--- src/rtl/fpu_mul_rm.sv ---
// Multi-cycle IEEE-754 multiplier with selectable rounding mode and {NV,OF,UF,NX} flags.
// Define FPU_MUL_SUBNORMAL_EN for gradual underflow; otherwise subnormals flush to zero.
module fpu_mul_rm #(
    parameter  int EXPONENT = 8,
    parameter  int MANTISSA = 23,
    localparam int WIDTH    = EXPONENT + MANTISSA + 1
) (
    input  logic             clk,
    input  logic             rst,
    input  logic [WIDTH-1:0] in_a,
    input  logic [WIDTH-1:0] in_b,
    input  logic [1:0]       in_rm,
    input  logic             in_stb,
    output logic             in_ack,
    output logic [WIDTH-1:0] out_z,
    output logic [3:0]       out_flags,
    output logic             out_stb,
    input  logic             out_ack
);

    localparam int BIAS    = (1 << (EXPONENT - 1)) - 1;
    // Wide enough for the most negative product exponent of two normalised subnormals.
    localparam int EW_NEED = $clog2(2 * (BIAS + MANTISSA) + 4) + 1;
    localparam int EW      = (EXPONENT + 2 > EW_NEED) ? EXPONENT + 2 : EW_NEED;
    localparam int MW      = MANTISSA + 1;
    localparam int PW      = 2 * MW;

    localparam logic signed [EW-1:0] E_BIAS = EW'(BIAS);
    localparam logic signed [EW-1:0] E_MIN  = EW'(1 - BIAS);
    localparam logic signed [EW-1:0] E_INF  = EW'(BIAS + 1);
    localparam logic signed [EW-1:0] E_ZERO = EW'(-BIAS);
    localparam logic signed [EW-1:0] E_ONE  = EW'(1);

    localparam logic [WIDTH-1:0] QNAN = {1'b1, {EXPONENT{1'b1}}, 1'b1, {(MANTISSA-1){1'b0}}};

    localparam logic [3:0] S_IDLE    = 4'd0;
    localparam logic [3:0] S_UNPACK  = 4'd1;
    localparam logic [3:0] S_SPECIAL = 4'd2;
    localparam logic [3:0] S_NORM_A  = 4'd3;
    localparam logic [3:0] S_NORM_B  = 4'd4;
    localparam logic [3:0] S_MUL     = 4'd5;
    localparam logic [3:0] S_NORM_1  = 4'd6;
    localparam logic [3:0] S_NORM_2  = 4'd7;
    localparam logic [3:0] S_ROUND   = 4'd8;
    localparam logic [3:0] S_PACK    = 4'd9;
    localparam logic [3:0] S_PUT     = 4'd10;

    logic [3:0]              state_q, state_d;
    logic [WIDTH-1:0]        a_q, a_d, b_q, b_d;
    logic [1:0]              rm_q, rm_d;
    logic                    a_s_q, a_s_d, b_s_q, b_s_d;
    logic signed [EW-1:0]    a_e_q, a_e_d, b_e_q, b_e_d;
    logic [MW-1:0]           a_m_q, a_m_d, b_m_q, b_m_d;
    logic                    z_s_q, z_s_d;
    logic signed [EW-1:0]    z_e_q, z_e_d;
    logic [MW-1:0]           z_m_q, z_m_d;
    logic [PW-1:0]           prod_q, prod_d;
    logic                    g_q, g_d, r_q, r_d, s_q, s_d;
    logic                    inx_q, inx_d, tiny_q, tiny_d;
    logic [WIDTH-1:0]        z_out_q, z_out_d;
    logic [3:0]              flags_q, flags_d;
    logic                    stb_q, stb_d, ack_q, ack_d;

    logic                    a_nan, b_nan, a_inf, b_inf, a_zero, b_zero, snan;
    logic [PW-1:0]           prod_n;
    logic                    inc, to_inf;

    assign a_nan = (a_e_q == E_INF) && (a_m_q[MANTISSA-1:0] != '0);
    assign b_nan = (b_e_q == E_INF) && (b_m_q[MANTISSA-1:0] != '0);
    assign a_inf = (a_e_q == E_INF) && (a_m_q[MANTISSA-1:0] == '0);
    assign b_inf = (b_e_q == E_INF) && (b_m_q[MANTISSA-1:0] == '0);
`ifdef FPU_MUL_SUBNORMAL_EN
    assign a_zero = (a_e_q == E_ZERO) && (a_m_q[MANTISSA-1:0] == '0);
    assign b_zero = (b_e_q == E_ZERO) && (b_m_q[MANTISSA-1:0] == '0);
`else
    assign a_zero = (a_e_q == E_ZERO);
    assign b_zero = (b_e_q == E_ZERO);
`endif
    assign snan   = (a_nan && !a_m_q[MANTISSA-1]) || (b_nan && !b_m_q[MANTISSA-1]);
    assign prod_n = prod_q[PW-1] ? prod_q : (prod_q << 1);
    assign to_inf = (rm_q == 2'b00) || (rm_q == 2'b10 && !z_s_q) || (rm_q == 2'b11 && z_s_q);

    always_comb begin
        case (rm_q)
            2'b00:   inc = g_q & (r_q | s_q | z_m_q[0]);
            2'b10:   inc = !z_s_q & (g_q | r_q | s_q);
            2'b11:   inc = z_s_q & (g_q | r_q | s_q);
            default: inc = 1'b0;
        endcase
    end

    always_comb begin
        state_d = state_q;
        a_d = a_q;  b_d = b_q;  rm_d = rm_q;
        a_s_d = a_s_q;  b_s_d = b_s_q;
        a_e_d = a_e_q;  b_e_d = b_e_q;
        a_m_d = a_m_q;  b_m_d = b_m_q;
        z_s_d = z_s_q;  z_e_d = z_e_q;  z_m_d = z_m_q;
        prod_d = prod_q;
        g_d = g_q;  r_d = r_q;  s_d = s_q;
        inx_d = inx_q;  tiny_d = tiny_q;
        z_out_d = z_out_q;  flags_d = flags_q;
        stb_d = stb_q;  ack_d = ack_q;

        case (state_q)
            S_IDLE: begin
                if (ack_q && in_stb) begin
                    a_d     = in_a;
                    b_d     = in_b;
                    rm_d    = in_rm;
                    ack_d   = 1'b0;
                    state_d = S_UNPACK;
                end else begin
                    ack_d = 1'b1;
                end
            end
            S_UNPACK: begin
                a_s_d   = a_q[WIDTH-1];
                b_s_d   = b_q[WIDTH-1];
                a_e_d   = $signed({{(EW-EXPONENT){1'b0}}, a_q[WIDTH-2 -: EXPONENT]}) - E_BIAS;
                b_e_d   = $signed({{(EW-EXPONENT){1'b0}}, b_q[WIDTH-2 -: EXPONENT]}) - E_BIAS;
                a_m_d   = {1'b0, a_q[MANTISSA-1:0]};
                b_m_d   = {1'b0, b_q[MANTISSA-1:0]};
                state_d = S_SPECIAL;
            end
            S_SPECIAL: begin
                if (a_nan || b_nan) begin
                    z_out_d = QNAN;
                    flags_d = {snan, 3'b000};
                    stb_d   = 1'b1;
                    state_d = S_PUT;
                end else if ((a_inf && b_zero) || (b_inf && a_zero)) begin
                    z_out_d = QNAN;
                    flags_d = 4'b1000;
                    stb_d   = 1'b1;
                    state_d = S_PUT;
                end else if (a_inf || b_inf) begin
                    z_out_d = {a_s_q ^ b_s_q, {EXPONENT{1'b1}}, {MANTISSA{1'b0}}};
                    flags_d = '0;
                    stb_d   = 1'b1;
                    state_d = S_PUT;
                end else if (a_zero || b_zero) begin
                    z_out_d = {a_s_q ^ b_s_q, {(WIDTH-1){1'b0}}};
                    flags_d = '0;
                    stb_d   = 1'b1;
                    state_d = S_PUT;
                end else begin
                    if (a_e_q == E_ZERO) a_e_d = E_MIN;
                    else                 a_m_d[MANTISSA] = 1'b1;
                    if (b_e_q == E_ZERO) b_e_d = E_MIN;
                    else                 b_m_d[MANTISSA] = 1'b1;
                    state_d = S_NORM_A;
                end
            end
            S_NORM_A: begin
`ifdef FPU_MUL_SUBNORMAL_EN
                if (!a_m_q[MANTISSA]) begin
                    a_m_d = a_m_q << 1;
                    a_e_d = a_e_q - E_ONE;
                end else begin
                    state_d = S_NORM_B;
                end
`else
                state_d = S_NORM_B;
`endif
            end
            S_NORM_B: begin
`ifdef FPU_MUL_SUBNORMAL_EN
                if (!b_m_q[MANTISSA]) begin
                    b_m_d = b_m_q << 1;
                    b_e_d = b_e_q - E_ONE;
                end else begin
                    state_d = S_MUL;
                end
`else
                state_d = S_MUL;
`endif
            end
            S_MUL: begin
                z_s_d   = a_s_q ^ b_s_q;
                z_e_d   = a_e_q + b_e_q + E_ONE;
                prod_d  = PW'(a_m_q) * PW'(b_m_q);
                state_d = S_NORM_1;
            end
            S_NORM_1: begin
                if (!prod_q[PW-1]) z_e_d = z_e_q - E_ONE;
                z_m_d = prod_n[PW-1 -: MW];
                g_d   = prod_n[MANTISSA];
                r_d   = prod_n[MANTISSA-1];
                s_d   = |prod_n[MANTISSA-2:0];
`ifdef FPU_MUL_SUBNORMAL_EN
                state_d = S_NORM_2;
`else
                state_d = S_ROUND;
`endif
            end
            S_NORM_2: begin
                if (z_e_q < E_MIN) begin
                    z_m_d = z_m_q >> 1;
                    g_d   = z_m_q[0];
                    r_d   = g_q;
                    s_d   = s_q | r_q;
                    z_e_d = z_e_q + E_ONE;
                end else begin
                    state_d = S_ROUND;
                end
            end
            S_ROUND: begin
                inx_d = g_q | r_q | s_q;
`ifdef FPU_MUL_SUBNORMAL_EN
                tiny_d = !z_m_q[MANTISSA];
`else
                tiny_d = (z_e_q < E_MIN);
`endif
                if (inc) begin
                    if (&z_m_q) begin
                        z_m_d = {1'b1, {MANTISSA{1'b0}}};
                        z_e_d = z_e_q + E_ONE;
                    end else begin
                        z_m_d = z_m_q + 1'b1;
                    end
                end
                state_d = S_PACK;
            end
            S_PACK: begin
                stb_d   = 1'b1;
                state_d = S_PUT;
`ifndef FPU_MUL_SUBNORMAL_EN
                if (tiny_q) begin
                    z_out_d = {z_s_q, {(WIDTH-1){1'b0}}};
                    flags_d = 4'b0011;
                end else
`endif
                if (z_e_q > E_BIAS) begin
                    if (to_inf) z_out_d = {z_s_q, {EXPONENT{1'b1}}, {MANTISSA{1'b0}}};
                    else        z_out_d = {z_s_q, {(EXPONENT-1){1'b1}}, 1'b0, {MANTISSA{1'b1}}};
                    flags_d = 4'b0101;
                end else begin
                    // A cleared hidden bit here means the result stayed subnormal after rounding.
                    z_out_d = {z_s_q,
                               z_m_q[MANTISSA] ? EXPONENT'(z_e_q + E_BIAS) : {EXPONENT{1'b0}},
                               z_m_q[MANTISSA-1:0]};
                    flags_d = {1'b0, 1'b0, tiny_q & inx_q, inx_q};
                end
            end
            S_PUT: begin
                if (out_ack) begin
                    stb_d   = 1'b0;
                    ack_d   = 1'b1;
                    state_d = S_IDLE;
                end
            end
            default: state_d = S_IDLE;
        endcase
    end

    always_ff @(posedge clk or negedge rst) begin
        if (!rst) begin
            state_q <= S_IDLE;
            a_q <= '0;  b_q <= '0;  rm_q <= '0;
            a_s_q <= 1'b0;  b_s_q <= 1'b0;
            a_e_q <= '0;  b_e_q <= '0;
            a_m_q <= '0;  b_m_q <= '0;
            z_s_q <= 1'b0;  z_e_q <= '0;  z_m_q <= '0;
            prod_q <= '0;
            g_q <= 1'b0;  r_q <= 1'b0;  s_q <= 1'b0;
            inx_q <= 1'b0;  tiny_q <= 1'b0;
            z_out_q <= '0;  flags_q <= '0;
            stb_q <= 1'b0;  ack_q <= 1'b0;
        end else begin
            state_q <= state_d;
            a_q <= a_d;  b_q <= b_d;  rm_q <= rm_d;
            a_s_q <= a_s_d;  b_s_q <= b_s_d;
            a_e_q <= a_e_d;  b_e_q <= b_e_d;
            a_m_q <= a_m_d;  b_m_q <= b_m_d;
            z_s_q <= z_s_d;  z_e_q <= z_e_d;  z_m_q <= z_m_d;
            prod_q <= prod_d;
            g_q <= g_d;  r_q <= r_d;  s_q <= s_d;
            inx_q <= inx_d;  tiny_q <= tiny_d;
            z_out_q <= z_out_d;  flags_q <= flags_d;
            stb_q <= stb_d;  ack_q <= ack_d;
        end
    end

    assign in_ack    = ack_q;
    assign out_z     = z_out_q;
    assign out_flags = flags_q;
    assign out_stb   = stb_q;

endmodule

--- config.mk ---
export PLATFORM = sky130hd
export DESIGN_NAME = fpu_mul_rm
export DESIGN_NICKNAME = d
export VERILOG_FILES = /design/src/rtl/fpu_mul_rm.sv
export SDC_FILE = /design/constraint.sdc
export NUM_CORES = 2
export LEC_CHECK = 0
export BUFFER_PORTS_ARGS = -buffer_cell sky130_fd_sc_hd__buf_2
export CORE_ASPECT_RATIO = 1.75
export CORE_UTILIZATION = 25
export DETAILED_ROUTE_END_ITERATION = 10
export PLACE_DENSITY = 0.49
export SKIP_CTS_REPAIR_TIMING = 1
export SYNTH_ARGS = -nofsm -noshare
export SYNTH_HDL_FRONTEND = slang
export SYNTH_SLANG_ARGS = --single-unit
--- constraint.sdc ---
create_clock -name clk -period 9.5 [get_ports clk]
set_clock_uncertainty 0.2 [all_clocks]
set_input_delay 1.425 -clock clk [delete_from_list [all_inputs] [get_ports clk]]
set_output_delay 1.425 -clock clk [all_outputs]
set_load 0.05 [all_outputs]
==> After elaboration in Yosys (flattened, before gate mapping) <==
Cells that the tools add are included.
{ "op_classes": {"magnitude_cmp": 2, "n_mul": 1, "n_bitwise": 9, "muxes": 74, "n_eq_ne": 32, "reduce_logical": 48, "addsub": 8} }
{ "ops": {"columns": ["operator", "n"], "rows": [
  ["$mux W10", 14],
  ["$mux W32", 4],
  ["$mux W24", 4],
  ["$pmux W24 S3", 1],
  ["$pmux W32 S2", 1],
  ["$mux W31", 2],
  ["$mul A24 B24 Y48", 1],
  ["$mux W48", 1],
  ["$logic_not A23 Y1", 2],
  ["$reduce_bool A23 Y1", 2],
  ["$mux W4", 11],
  ["$pmux W4 S11", 1],
  ["$pmux W10 S2", 2],
  ["$pmux W10 S4", 1],
  ["$ne A2 B2 Y1 const B", 15],
  ["$add A24 B1 Y24 const B", 1],
  ["$reduce_and A24 Y1", 1],
  ["$reduce_and A6 Y1", 4],
  ["$reduce_or A22 Y1", 1],
  ["$add A10 B2 Y10 const B", 2],
  ["$eq A10 B8 Y1 const B", 2],
  ["$eq A10 B9 Y1 const B", 2],
  ["$mux W1", 20],
  ["$sub A8 B7 Y9 const B", 2],
  ["30 further kinds", 77]
]} }
{ "word_totals": {"out_inout_bits": 38, "regBits": 266, "inputBits": 70, "elab_cells": 199} }

==> Logic depth before layout (Yosys ltp) <==
{ "depth": {"ltp_word": 8, "ltp_mapped": 28, "ltp_nobuf": 25} }

==> Worst setup path before layout <==
Ideal clock, no wire load.
{ "synth_path": {"path_kind": "register to register", "from": "reg b_m_q[5]", "to": "reg prod_q[33]", "path_stages_with_launch": 29, "setup_time_ps": 129, "path_slack_ps": 2556, "arrival_time_ps": 6615, "required_time_ps": 9171, "period_less_slack_ps": 6944, "cell_sequence": "dfrtp_1 > clkbuf_1 > clkbuf_1 > nand2_1 > fa_1 > inv_1 > fa_1 > inv_1 > fa_1 > inv_1 > fa_1 > inv_1 > fa_1 > inv_1 > fa_1 > inv_1 > fa_1 > inv_1 > ha_1 > clkbuf_2 > nand3_1 > a211oi_1 > o21ai_0 > a311o_1 > a211oi_2 > nor2_1 > o41ai_2 > xnor2_1 > o21ai_1"} }
{ "synth_between": {"elab_chain_len": 1} }
{ "synth_lines": {"columns": ["element", "line_no", "text"], "rows": [
  ["start, declared", "53", "logic [MW-1:0] a_m_q, a_m_d, b_m_q, b_m_d;"],
  ["start signal, assigned", "275", "a_m_q <= a_m_d; b_m_q <= b_m_d;"],
  ["$mul A24 B24 Y48", "182", "prod_d = PW'(a_m_q) * PW'(b_m_q);"],
  ["end signal, assigned", "277", "prod_q <= prod_d;"],
  ["end, declared", "57", "logic [PW-1:0] prod_q, prod_d;"]
]} }
No other way between the ends.
A chain may end at the register's enable or synchronous reset.

==> Worst setup path after layout <==
{ "layout_path": {"from": "reg a_m_q[16]", "to": "reg prod_q[44]"} }
{ "layout_between": {"elab_chain_len": 1} }
{ "layout_lines": {"columns": ["element", "line_no"], "rows": [
  ["start, declared", "53"],
  ["start signal, assigned", "275"],
  ["$mul A24 B24 Y48", "182"]
]} }
No other way between the ends.

==> metrics <==
Yosys reg bits 264; NumNets Final 4,227; setup ws final 1490 ps; Synth Warn # 0; Filler cells 13,290; crit-path cells nand2_1, fa_1, inv_1, fa_1, inv_1, fa_1, fa_1, inv_1, fa_1, fa_1, inv_1, fa_1, inv_1, ha_1, a21oi_1, o21ai_0, a2111oi_0, o31ai_1, a21oi_1, nor2_1, a31oi_1, xor2_1, o21ai_0; Remaining DRCs 0; slowest CP cell dfrtp_1; Root Driver clkbuf_16; Clock H-tree levels 1; hold slack final 234.3 ps; worst-case clock buffer depth 3; drt initial violations 1,184; worst hold path depth 2; layout cells sized above 1 0.08945; Final Hold Viols 0; Placement Setup Slack 1595 ps; number of global-route vias before repair 25,680; final period utilization 0.8431; clk slew on worst S/H paths 70 ps; top-count cell post-synth nand2_1; Die ar. 127,300 µm²; RSZ-0062 raised after global routing no; Max-slew headroom 0.1342; post-route cell area 34,640 µm²; cells after synthesis 3,476; Min Clock Period, post-route 8010 ps; Remaining Overflow, GRT 0; critical path class flop to flop; Worst-Margin Slew 1299 ps; first-pass GRT wire length 151,800 µm; distinct cell type count after synthesis 70; setup violators final 0; Final HPWL DP 77,000 µm; Setup crit end kind flop; antenna violations before repair 6; class of the worst hold path flop to flop; # port buffers 107; Max Fclk 124.8 MHz; largest family of logic cells by synthesized area adder cells; mux share of post-synthesis cell area 0.03498; Worst Hold Endpoint a_m_q[9]; Synth Area in Simple Gates 0.1759; DR pass1 iterations 5; vias per cell 4.544; Die W 270.1 µm; total track usage 0.1534; FF-to-FF setup slack 1490 ps; Crit Reg-Reg Endpoint prod_q[44]; CP startpoint kind flop; Num CTS Buffers 29; crit-path max FO 26; RePlAce Congestion 0.8776; R2R depth 23; final WL 96,350 µm; Area contributors post-synth fa_1, dfrtp_1, ha_1; ys async rst share 1.000; IO Count 108; setup TNS 0 ps; clk_lat worst skew 610 ps; Seq/Total Area, Yosys 0.2101; post-synthesis cell area 31,450 µm²; Slew Viols, Final 0; Synth Area in XOR/XNOR 0.02117; Hold Startpoint a_q[9]; max incr delay on CP 1100 ps; antenna-violating nets left 0; Placed Area 33,710 µm²; Num Clock Sinks 264; Setup crit start a_m_q[16]; initial core utilization 0.2530; most frequent cells after synthesis nand2_1, inv_1, fa_1, and2_1, dfrtp_1; CTS tree built; Core Area 124,300 µm²; max_cap viols 0; cell mode on critical path fa_1; Area Growth Syn to Fin 10.17%; via count 23,370; largest net degree at the start of global routing 95; adder-cell area share of the yosys netlist 0.3861; number of synthesized flops with an enable pin 0; Synth top area share 0.3081; Top FF cell, synth dfrtp_1; # rows 171; Synth area leader fa_1; critical path arrival 8240 ps; critical path data required time 9730 ps; status completed; post-synthesis compound-gate area fraction 0.07938; Post-Syn Nets 4,226; routed len/inst 18.73 µm; Mapped Avg Cell Area 9.046 µm²; r2r startpoint a_m_q[16]; die height 471.2 µm
-- worst max-delay path, delay by kind of cell (launching register included) --
family | cells | cell delay (ps)
AOI/OAI and AO/OA | 7 | 1860
xor gates and xnor gates | 1 | 150
adders and majority gates | 8 | 3920
buffers and inverters | 5 | 270
DFF | 1 | 1100
and+or+nand+nor | 2 | 330
-- through the flow --
stage,util,std cells
after floorplan,-,3476
after global placement,0.2712,5089
after detailed placement,0.2712,5089
after CTS,0.2787,5142
after global routing,0.2787,5142
final,0.2787,5143
-- layout by cell type, fill, tap and decap left out, types with 20 or more instances in the layout --
cell,instances
fa_1,484
nand4_1,20
mux2_2,95
nand3_1,27
nor2_1,110
xor2_1,33
nor3_1,27
ha_1,196
a21o_1,27
clkbuf_16,29
and2_1,294
buf_2,106
a21oi_1,90
dfrtp_1,263
o21ai_0,158
buf_4,49
xnor2_1,43
inv_1,584
nand2_1,616
-- final cells by class --
type / count / area (µm²) / area share
clock buffer: 42 / 804.5 / 0.02322
clock inverter: 11 / 125.1 / 0.003612
tap: 1643 / 2056 / 0.05934
timing repair buffer: 156 / 913.4 / 0.02637
inverter: 584 / 2192 / 0.06328
antenna: 1 / 2.502 / 0.00007223
multi-input combinational: 2442 / 21940 / 0.6334
sequential: 264 / 6608 / 0.1907
-- per-layer routing --
| layer | routed length (µm) | part of all wire | vias up | global-route usage |
|---|---|---|---|---|
| li1 | - | - | 10780 | - |
| met1 | 35830 | 0.37 | 11920 | 0.1630 |
| met2 | 53040 | 0.55 | 475 | 0.3019 |
| met3 | 2801 | 0.029 | 182 | 0.01395 |
| met4 | 4641 | 0.048 | 8 | 0.06682 |
| met5 | 42 | 0.00044 | - | 0 |
-- registers in the layout, summed over array words and instances, names as in the netlist, 4 cells and up --
name       cells
a_e_q          9
a_m_q         24
a_q           32
b_e_q          9
b_m_q         24
b_q           32
out_flags      4
out_z         32
prod_q        48
state_q        4
z_e_q         10
z_m_q         24
-- how the worst max path moves through the flow --
| stage | endpoint | slack (ps) | depth (start not counted) |
|---|---|---|---|
| 6_report | prod_q[44] | 1490 | 23 |
| 5_1_grt | prod_q[44] | 1170 | 23 |
| 4_1_cts | prod_q[47] | 1550 | 24 |
| 3_5_place_dp | prod_q[47] | 1590 | 24 |
| 3_3_place_gp | prod_q[47] | 1580 | 24 |
| 2_1_floorplan | prod_q[33] | 2560 | 28 |
-- cell families after synthesis --
group                    Yosys count
AO/OA/AOI/OAI                    408
buffers and inverters            770
flip-flops                       264
adder cells (fa/ha/maj)          680
XOR/XNOR                          76
AND/OR/NAND/NOR                 1180
multiplexers                      98
Power is not shown: default switching activity piles up to over one toggle a cycle in this logic, so the estimate is an artifact.
